File: src/rtl/cdb_complete_arbiter_pkg.sv
// cdb_complete_arbiter_pkg: shared CDB defaults and packet/mask types
package cdb_complete_arbiter_pkg;
    localparam int CDB_N = 2;
    localparam int NUM_FU_TOTAL = 8;
    localparam int PREG_W_DEF = 6;
    localparam int ROB_W_DEF = 5;
    localparam int DATA_W_DEF = 32;
    localparam int BMASK_W_DEF = 4;
    typedef logic [BMASK_W_DEF-1:0] bmask_t;
    typedef struct packed {
        logic [PREG_W_DEF-1:0] preg;
        logic [ROB_W_DEF-1:0] rob_idx;
        logic [DATA_W_DEF-1:0] result;
        logic valid;
    } cdb_packet_t;
endpackage

File: src/rtl/cdb_complete_arbiter_fu_result_buffer.sv
// fu_result_buffer: per-FU result FIFO with credit ready, branch squash and mask clear
module fu_result_buffer #(
    parameter int DEPTH = 2,
    parameter int PAY_W = 43,
    parameter int BMASK_W = 4
) (
    input  logic clock,
    input  logic reset,
    input  logic push_valid,
    input  logic [PAY_W-1:0] push_data,
    input  logic [BMASK_W-1:0] push_bmask,
    output logic ready,
    input  logic br_valid,
    input  logic br_mispredict,
    input  logic [BMASK_W-1:0] br_tag,
    input  logic pop,
    output logic head_valid,
    output logic [PAY_W-1:0] head_data
);
    localparam int PTR_W = DEPTH > 1 ? $clog2(DEPTH) : 1;
    localparam int CNT_W = $clog2(DEPTH + 1);
    localparam logic [PTR_W-1:0] LAST = PTR_W'(DEPTH - 1);
    logic [PAY_W-1:0] data_q [DEPTH];
    logic [BMASK_W-1:0] bmask_q [DEPTH];
    logic [DEPTH-1:0] valid_q;
    logic [PTR_W-1:0] rd_ptr, wr_ptr;
    logic [CNT_W-1:0] count;
    logic squash, resolve, push_ok, do_pop;
    assign squash = br_valid && br_mispredict;
    assign resolve = br_valid && !br_mispredict;
    assign ready = count < CNT_W'(DEPTH);
    assign push_ok = push_valid && ready && !(squash && |(push_bmask & br_tag));
    assign head_valid = count != '0 && valid_q[rd_ptr] && !(squash && |(bmask_q[rd_ptr] & br_tag));
    assign head_data = data_q[rd_ptr];
    // a dead head (squashed or squashing now) drains without a grant
    assign do_pop = count != '0 && (pop || !head_valid);
    always_ff @(posedge clock or posedge reset) begin
        if (reset) begin
            valid_q <= '0;
            rd_ptr <= '0;
            wr_ptr <= '0;
            count <= '0;
            for (int j = 0; j < DEPTH; j++) begin
                data_q[j] <= '0;
                bmask_q[j] <= '0;
            end
        end else begin
            for (int j = 0; j < DEPTH; j++) begin
                if (resolve) bmask_q[j] <= bmask_q[j] & ~br_tag;
                if (squash && |(bmask_q[j] & br_tag)) valid_q[j] <= 1'b0;
            end
            if (push_ok) begin
                data_q[wr_ptr] <= push_data;
                bmask_q[wr_ptr] <= resolve ? push_bmask & ~br_tag : push_bmask;
                valid_q[wr_ptr] <= 1'b1;
                wr_ptr <= wr_ptr == LAST ? '0 : wr_ptr + 1'b1;
            end
            if (do_pop) rd_ptr <= rd_ptr == LAST ? '0 : rd_ptr + 1'b1;
            count <= count + CNT_W'(push_ok) - CNT_W'(do_pop);
        end
    end
    assert property (@(posedge clock) disable iff (reset) !(push_valid && !ready));
endmodule

File: src/rtl/cdb_complete_arbiter.sv
// cdb_complete_arbiter: per-FU result buffers feeding an N-lane rotating-priority CDB
module cdb_complete_arbiter
    import cdb_complete_arbiter_pkg::*;
#(
    parameter int N = CDB_N,
    parameter int NUM_FU = NUM_FU_TOTAL,
    parameter int BUF_DEPTH = 2,
    parameter int PREG_W = PREG_W_DEF,
    parameter int ROB_W = ROB_W_DEF,
    parameter int DATA_W = DATA_W_DEF,
    parameter int BMASK_W = BMASK_W_DEF
) (
    input  logic clock,
    input  logic reset,
    input  logic [NUM_FU-1:0] fu_valid,
    input  logic [NUM_FU*PREG_W-1:0] fu_preg,
    input  logic [NUM_FU*ROB_W-1:0] fu_rob_idx,
    input  logic [NUM_FU*DATA_W-1:0] fu_result,
    input  logic [NUM_FU*BMASK_W-1:0] fu_bmask,
    output logic [NUM_FU-1:0] fu_ready,
    input  logic br_valid,
    input  logic br_mispredict,
    input  logic [BMASK_W-1:0] br_tag,
    output logic [N-1:0] cdb_valid,
    output logic [N*PREG_W-1:0] cdb_preg,
    output logic [N*ROB_W-1:0] cdb_rob_idx,
    output logic [N*DATA_W-1:0] cdb_result,
    output logic [N*NUM_FU-1:0] cdb_gnt
);
    localparam int PAY_W = PREG_W + ROB_W + DATA_W;
    localparam int FU_W = $clog2(NUM_FU);
    logic [NUM_FU-1:0] head_valid, pop, taken, rgnt;
    logic [PAY_W-1:0] head_data [NUM_FU];
    logic [NUM_FU-1:0] lane_gnt [N];
    logic [PAY_W-1:0] lane_pay [N];
    logic [2*NUM_FU-1:0] dbl, ugnt;
    logic [FU_W-1:0] rr_ptr, next_ptr;
    logic [FU_W:0] adv, sum;
    for (genvar i = 0; i < NUM_FU; i++) begin : g_buf
        fu_result_buffer #(.DEPTH(BUF_DEPTH), .PAY_W(PAY_W), .BMASK_W(BMASK_W)) u_buf (
            .clock(clock),
            .reset(reset),
            .push_valid(fu_valid[i]),
            .push_data({fu_preg[i*PREG_W +: PREG_W], fu_rob_idx[i*ROB_W +: ROB_W], fu_result[i*DATA_W +: DATA_W]}),
            .push_bmask(fu_bmask[i*BMASK_W +: BMASK_W]),
            .ready(fu_ready[i]),
            .br_valid(br_valid),
            .br_mispredict(br_mispredict),
            .br_tag(br_tag),
            .pop(pop[i]),
            .head_valid(head_valid[i]),
            .head_data(head_data[i])
        );
    end
    // scan in rotated order (bit o = FU rr_ptr+o), then rotate grants back
    always_comb begin
        dbl = {head_valid, head_valid} >> rr_ptr;
        taken = '0;
        adv = '0;
        rgnt = '0;
        ugnt = '0;
        pop = '0;
        for (int k = 0; k < N; k++) begin
            rgnt = '0;
            for (int o = 0; o < NUM_FU; o++)
                if (dbl[o] && !taken[o] && rgnt == '0) begin
                    rgnt[o] = 1'b1;
                    adv = (FU_W+1)'(o + 1);
                end
            taken = taken | rgnt;
            ugnt = {rgnt, rgnt} << rr_ptr;
            lane_gnt[k] = ugnt[2*NUM_FU-1:NUM_FU];
            pop = pop | lane_gnt[k];
            lane_pay[k] = '0;
            for (int i = 0; i < NUM_FU; i++)
                lane_pay[k] = lane_pay[k] | (lane_gnt[k][i] ? head_data[i] : '0);
        end
        sum = {1'b0, rr_ptr} + adv;
        next_ptr = sum >= (FU_W+1)'(NUM_FU) ? FU_W'(sum - (FU_W+1)'(NUM_FU)) : FU_W'(sum);
    end
    always_ff @(posedge clock or posedge reset) begin
        if (reset) begin
            rr_ptr <= '0;
            cdb_valid <= '0;
            cdb_preg <= '0;
            cdb_rob_idx <= '0;
            cdb_result <= '0;
            cdb_gnt <= '0;
        end else begin
            if (|pop) rr_ptr <= next_ptr;
            for (int k = 0; k < N; k++) begin
                cdb_valid[k] <= |lane_gnt[k];
                cdb_gnt[k*NUM_FU +: NUM_FU] <= lane_gnt[k];
                {cdb_preg[k*PREG_W +: PREG_W], cdb_rob_idx[k*ROB_W +: ROB_W], cdb_result[k*DATA_W +: DATA_W]} <= lane_pay[k];
            end
        end
    end
endmodule

File: config.mk
export PLATFORM = sky130hd
export DESIGN_NAME = cdb_complete_arbiter
export DESIGN_NICKNAME = d
export VERILOG_FILES = /design/src/rtl/cdb_complete_arbiter_pkg.sv /design/src/rtl/cdb_complete_arbiter_fu_result_buffer.sv /design/src/rtl/cdb_complete_arbiter.sv
export SDC_FILE = /design/constraint.sdc
export NUM_CORES = 2
export LEC_CHECK = 0
export CAP_MARGIN = 20
export CORE_MARGIN = 2
export CORE_UTILIZATION = 55
export DETAILED_ROUTE_END_ITERATION = 10
export PLACE_DENSITY = 0.78
export SLEW_MARGIN = 5
export SYNTH_ARGS = -nofsm -noshare
export SYNTH_HDL_FRONTEND = slang
export SYNTH_SLANG_ARGS = --single-unit
File: constraint.sdc
create_clock -name clock -period 44.5 [get_ports clock]
set_input_delay 6.675 -clock clock [delete_from_list [all_inputs] [get_ports clock]]
set_output_delay 6.675 -clock clock [all_outputs]
set_load 0.01 [all_outputs]
==> After elaboration in Yosys (flattened, before gate mapping) <==
Cells that the tools add are included.
{ "totals": {"memories": 0, "ramBits": 0, "inputBits": 392, "rom_bits": 0, "latch_bits": 0, "out_inout_bits": 112, "wordCells": 719, "ff_bits": 907} }
{ "classes": {"n_addsub": 34, "n_reduce_logical": 208, "div": 0, "order_cmp": 57, "mux": 249, "eq_ne": 0, "shifts": 3, "n_bitwise": 98, "multipliers": 0} }
{ "ops": {"columns": ["operator", "count"], "rows": [
  ["two-way mux 43 bit", 48],
  ["bitwise mux 86 bit", 8],
  ["bitwise OR 43 bit", 14],
  ["demux 43 bit (select 1 bit)", 8],
  ["two-way mux 4 bit", 65],
  ["bitwise AND 4 bit", 56],
  ["OR reduction 4 bit", 32],
  ["logical AND 1 bit", 112],
  ["two-way mux 1 bit", 73],
  ["bitwise mux 8 bit", 8],
  ["two-way mux 8 bit", 8],
  ["logical NOT 1 bit", 33],
  ["demux 4 bit (select 1 bit)", 8],
  [">= comparator 2 bit, second input constant", 16],
  ["< comparator 1 x 2 -> 1 bit, second input constant", 16],
  ["inverter 1 -> 2 bit", 16],
  ["<< shifter 16 x 3 -> 16 bit", 2],
  ["OR reduction 8 bit", 3],
  ["two-way mux 2 bit", 10],
  ["adder 1 bit, second input constant", 16],
  ["adder 2 x 1 -> 2 bit", 8],
  ["< comparator 2 x 1 -> 1 bit, second input constant", 8],
  ["< comparator 2 bit, second input constant", 8],
  ["bitwise OR 2 bit", 8],
  ["other kinds (19)", 65]
]} }

==> Depth between registers and ports, before layout <==
{ "logic_depth": {"ltp_word": 45, "depth_mapped": 24, "mapped_depth_nobuf": 19} }

==> Hierarchy <==
From an unflattened synthesis, not the netlist that was laid out.
{ "hier_totals": {"hier_cells": 3473, "hier_area_um2": 45705.1} }
{ "modules_own_cells": {"columns": ["mod", "seq_area_each_um2", "area_each_um2", "instances", "cells_per_inst"], "rows": [
  ["fu_result_buffer", 2502.4, 4564.4, 8, 306],
  ["cdb_complete_arbiter", 2677.6, 9190.1, 1, 1025]
]} }

==> Worst setup path before layout <==
Ideal clock, no wire load.
{ "synth_path": {"kind": "input to register", "start": "in br_tag[1]", "end": "reg g_buf[6].u_buf.count[1]", "path_slack_ps": 33660, "setup_time_ps": 123, "arrival_time_ps": 10716, "required_time_ps": 44377, "stages": 22, "path_buffers": 4, "cell_sequence": "buf_4 > buf_6 > a22oi_2 > a211oi_2 > nor4_1 > o211a_1 > or4_1 > buf_2 > nor3_4 > a21oi_1 > or2_1 > a41oi_2 > buf_4 > nor2_1 > a21oi_1 > inv_1 > o31a_1 > ha_1 > inv_1 > ha_1 > xnor2_1 > xnor2_1"} }
{ "synth_rtl": {"columns": ["element", "line", "source"], "rows": [
  ["start: declaration", "cdb_complete_arbiter.sv:23", "input logic [BMASK_W-1:0] br_tag,"],
  ["end signal: assignment", "cdb_complete_arbiter_fu_result_buffer.sv:59", "count <= count + CNT_W'(push_ok) - CNT_W'(do_pop);"],
  ["end: declaration", "cdb_complete_arbiter_fu_result_buffer.sv:27", "logic [CNT_W-1:0] count;"]
]} }

==> Final worst setup path <==
{ "layout_path": {"start": "in br_mispredict", "end": "reg g_buf[7].u_buf.count[1]"} }
{ "layout_between": {"elab_chain_len": 36, "elab_cells_between_ends": 97} }
{ "layout_lines": {"columns": ["element", "line", "source"], "rows": [
  ["start: declaration", "cdb_complete_arbiter.sv:22", "input logic br_mispredict,"],
  ["logical AND 1 bit (*)", "cdb_complete_arbiter_fu_result_buffer.sv:29", "assign squash = br_valid && br_mispredict;"],
  ["logical AND 1 bit", "cdb_complete_arbiter_fu_result_buffer.sv:33", "assign head_valid = count != '0 && valid_q[rd_ptr] && !(squash && |(bmask_q[rd_ptr] & br_tag));"],
  ["logical NOT 1 bit", "cdb_complete_arbiter_fu_result_buffer.sv:33", null],
  ["logical AND 1 bit", "cdb_complete_arbiter_fu_result_buffer.sv:33", null],
  ["right shift 16 x 3 -> 8 bit", "cdb_complete_arbiter.sv:57", "dbl = {head_valid, head_valid} >> rr_ptr;"],
  ["two-way mux 1 bit", "cdb_complete_arbiter.sv:66", "if (dbl[o] && !taken[o] && rgnt == '0) begin"],
  ["inverter 1 bit", "cdb_complete_arbiter.sv:66", null],
  ["logical AND 1 bit", "cdb_complete_arbiter.sv:66", null],
  ["(+21 left out)", null, null],
  ["logical AND 1 bit", "cdb_complete_arbiter.sv:66", null],
  ["two-way mux 1 bit", "cdb_complete_arbiter.sv:66", null],
  ["<< shifter 16 x 3 -> 16 bit", "cdb_complete_arbiter.sv:71", "ugnt = {rgnt, rgnt} << rr_ptr;"],
  ["bitwise OR 8 bit", "cdb_complete_arbiter.sv:73", "pop = pop | lane_gnt[k];"],
  ["logical OR 1 bit (*)", "cdb_complete_arbiter_fu_result_buffer.sv:36", "assign do_pop = count != '0 && (pop || !head_valid);"],
  ["logical AND 1 bit (*)", "cdb_complete_arbiter_fu_result_buffer.sv:36", null],
  ["via g_buf[7].u_buf.do_pop", "cdb_complete_arbiter_fu_result_buffer.sv:28", "logic squash, resolve, push_ok, do_pop;"],
  ["subtractor 2 x 1 -> 2 bit (*)", "cdb_complete_arbiter_fu_result_buffer.sv:59", null],
  ["end signal: assignment", "cdb_complete_arbiter_fu_result_buffer.sv:59", null],
  ["end: declaration", "cdb_complete_arbiter_fu_result_buffer.sv:27", null]
]} }
The timed path passes the listed nets; every way through them passes the cells marked *.
A chain may end at the register's enable or synchronous reset.

==> impl_metrics.csv <==
group,metric,value,unit
status,status,"finished, final reports clean",
timing,setup_tns,0,ns
cts,cts_made_buffers,94,
setup_path,cp-end-kind,"flop",
setup_path,crit_path_start_kind,"input pin",
run,cap_viol_max_count,0,
finish,stdcell_count,5480,
synthesis,ys.flop_type,"dfrtp_1",
setup_path,worstSetupPathType,"in2reg",
floorplanning,core,82100,um^2
setup_path,ff2ff_path_depth,19,
setup_path,regToRegSetupSlack,37.95,ns
floorplanning,rows,105,
grt,grt_max_degree,240,
synthesis,syn_inst,3961,
synthesis,synth_enable_flop_cells,0,
timing,finalHoldViolCount,0,
cts,cts_sinks,907,
finish,final_area,54900,um^2
finish,drive_gt1_share,25.0,%
synthesis,syn_area_per_cell,11.5,um^2
synthesis,syn_area,45600,um^2
timing,fmax,78.8,MHz
synthesis,synth_area_leaders,"dfrtp_1, mux2_2, mux2i_1, nor2_1, o22ai_1",
drt,firstDrtPassIters,7,
drt,drc,0,
placement,port_buffers,503,
min_path,min_from,"g_buf[5].u_buf.data_q[66]",
placement,dp_slack,30.96,ns
synthesis,syn_nets,4371,
setup_path,timing.critical_path.arrival,13.27,ns
setup_path,r2r_start,"g_buf[5].u_buf.rd_ptr",
grt,antenna_found_initial,11,
synthesis,synth_seq_cells,907,
placement,dpl.hpwl,127,mm
cts,cts_tree,"built",
cts,cts_resized,0,
placement,placed_area,51400,um^2
timing,rsz0062_at_grt,"false",
floorplanning,io_pins,504,
cts,cts.clk_slew.worst_paths,0.06,ns
placement,place_congestion,1.00,
floorplanning,die_h,292,um
grt,grt_pass1_vias,34800,
drt,drtIter0Drc,4902,
finish,n_antenna_cell,0,
floorplanning,die_x,292,um
timing,relSlewSlack,19.1,%
cts,root_buffer,"clkbuf_16",
grt,grt_pass1_wl,246,mm
drt,ant_nets,0,
setup_path,cp.required,45.07,ns
cts,postCtsSetupBuffers,0,
drt,wire_per_inst,31.7,um
cts,clockBufferDepth,3,
min_path,min_to,"g_buf[5].u_buf.data_q[66]",
synthesis,synthDistinctLibCells,87,
setup_path,rr_endpoint,"g_buf[7].u_buf.count[1]",
finish,syn_to_final_growth,20.3,%
timing,final_max_slew_viol_count,0,
timing,period_needed,12.69,ns
drt,vias,35700,
drt,routed_wl,174,mm
synthesis,synth-async-reset-ratio,100,%
synthesis,seq_area_frac_synth,49.8,%
drt,avgViaCountPerCell,6.52,
cts,clock_latency,0.67,ns
synthesis,netlist.area_leader.share,49.8,%
floorplanning,die_area,85300,um^2
min_path,hold_path_class,"reg2reg",
timing,worst_pin_slew,1.21,ns
grt,track_usage,40.0,%
timing,finClkSkew,0.0304,ns
placement,dp.cells,5294,
setup_path,critPathMaxFanout,23,
grt,grt_overflow_total,0,
floorplanning,start_util,55.6,%
timing,fin_ws,31.81,ns
timing,setup-violations-final,0,
timing,period_share,28.5,%
synthesis,synth_top_area_cell,"dfrtp_1",
cts,htree_levels,3,
finish,final_nets,4740,
cts,cts_hold_buf,0,
synthesis,ys_warn_count,0,
min_path,worstHoldPathCells,2,
==> stage by stage <==
stage / hold slack (ns) / util, %
floorplan: 0.442 / -
global placement: 0.454 / 62.5
detailed placement: 0.461 / 62.6
CTS: 0.477 / 66.6
global route: 0.497 / 66.9
finish: 0.476 / 66.9
==> layout by cell type, fill, tap and decap left out, types with 44 or more instances in the layout <==
cell type,n
a211oi_1,104
a21oi_1,131
a22oi_1,53
buf_4,61
clkbuf_16,96
clkdlybuf4s50_1,503
dfrtp_1,897
inv_1,76
mux2_2,772
mux2i_1,325
nand2_1,242
nor2_1,303
nor3_1,59
o211ai_1,44
o21ai_0,45
o22ai_1,152
==> layer usage <==
layer,global-route usage [%],up-vias,routed length [um]
met5,0,-,78
met2,60.6,1969,77300
met4,25.0,12,13000
met3,10.1,489,16600
met1,51.8,18000,66700
li1,-,15200,-
==> cell usage after synthesis (5+ instances only) <==
| cell | instances |
|---|---|
| a32o_1 | 5 |
| buf_2 | 37 |
| a221oi_2 | 10 |
| buf_4 | 19 |
| mux2_2 | 772 |
| nand3_1 | 42 |
| a21oi_1 | 131 |
| o221ai_1 | 21 |
| a211oi_1 | 104 |
| nor2b_1 | 16 |
| and2_1 | 7 |
| o22ai_1 | 153 |
| mux2i_1 | 329 |
| nor3_1 | 60 |
| xnor2_1 | 18 |
| a22oi_2 | 11 |
| nand2_1 | 251 |
| nor4_1 | 17 |
| or3_1 | 41 |
| nor3b_1 | 11 |
| a211oi_2 | 5 |
| nor2_1 | 304 |
| dfrtp_1 | 907 |
| a21o_1 | 10 |
| buf_1 | 68 |
| a31oi_1 | 5 |
| o22a_1 | 21 |
| nand4_1 | 15 |
| clkbuf_1 | 169 |
| ha_1 | 17 |
| o21ai_0 | 45 |
| a22oi_1 | 53 |
| buf_6 | 9 |
| o2bb2ai_1 | 6 |
| a2111oi_0 | 28 |
| o211ai_1 | 44 |
| xor2_1 | 15 |
| inv_1 | 78 |
| a221oi_1 | 7 |
==> critical path, stage by stage <==
cell and delay (ns):
clkdlybuf4s50_1 0.72, nand2_1 0.28, buf_4 0.30, a21o_1 0.19, and4b_1 0.22, nor2_2 0.23
o31ai_1 0.12, or4_1 0.76, nor3_4 0.50, a21oi_2 0.11, o32ai_2 0.40, nand2_1 0.18
o21ai_2 0.55, or2_1 0.86, a32oi_2 0.27, ha_1 0.34, inv_1 0.04, ha_1 0.18
xnor2_1 0.17, xnor2_1 0.13
==> final cells by class <==
class | count | area [um^2]
Timing Repair Buffer | 575 | 5750
Fill cell | 5931 | 27200
Clock inverter | 47 | 656
Multi-Input combinational cell | 2670 | 21500
Clock buffer | 129 | 2670
Inverter | 82 | 318
Sequential cell | 907 | 22700
Tap cell | 1070 | 1340
==> kinds of logic after synthesis <==
family          count (synthesis)  synth area share (%)
simple gates                  799                  7.81
fa+ha+maj                      18                 0.510
buf+inv                       384                  3.57
mux                          1105                  26.4
compound gates                715                  11.3
xor+xnor                       33                 0.634
flops                         907                  49.8
==> sequential cells by signal (all words and copies together), names as in the netlist <==
| signal | cells |
|---|---|
| cdb_result | 64 |
| g_buf.u_buf.valid_q | 16 |
| g_buf.u_buf.data_q | 688 |
| g_buf.u_buf.count | 16 |
| cdb_valid | 2 |
| cdb_rob_idx | 10 |
| cdb_gnt | 16 |
| g_buf.u_buf.bmask_q | 64 |
| g_buf.u_buf.wr_ptr | 8 |
| rr_ptr | 3 |
| cdb_preg | 12 |
| g_buf.u_buf.rd_ptr | 8 |
==> worst max-delay path by stage <==
stage	to	slack (ns)	from
final	g_buf[7].u_buf.count[1]	31.81	br_mispredict
after global routing	cdb_rob_idx[9]	31.53	br_mispredict
after CTS	g_buf[7].u_buf.count[1]	31.62	br_tag[1]
after detailed placement	g_buf[7].u_buf.count[1]	30.96	br_tag[1]
after global placement	g_buf[7].u_buf.count[1]	31.05	br_tag[1]
after floorplan	cdb_gnt[0]	12.33	reset
Power is not shown: default switching activity piles up to over one toggle a cycle in this logic, so the estimate is an artifact.
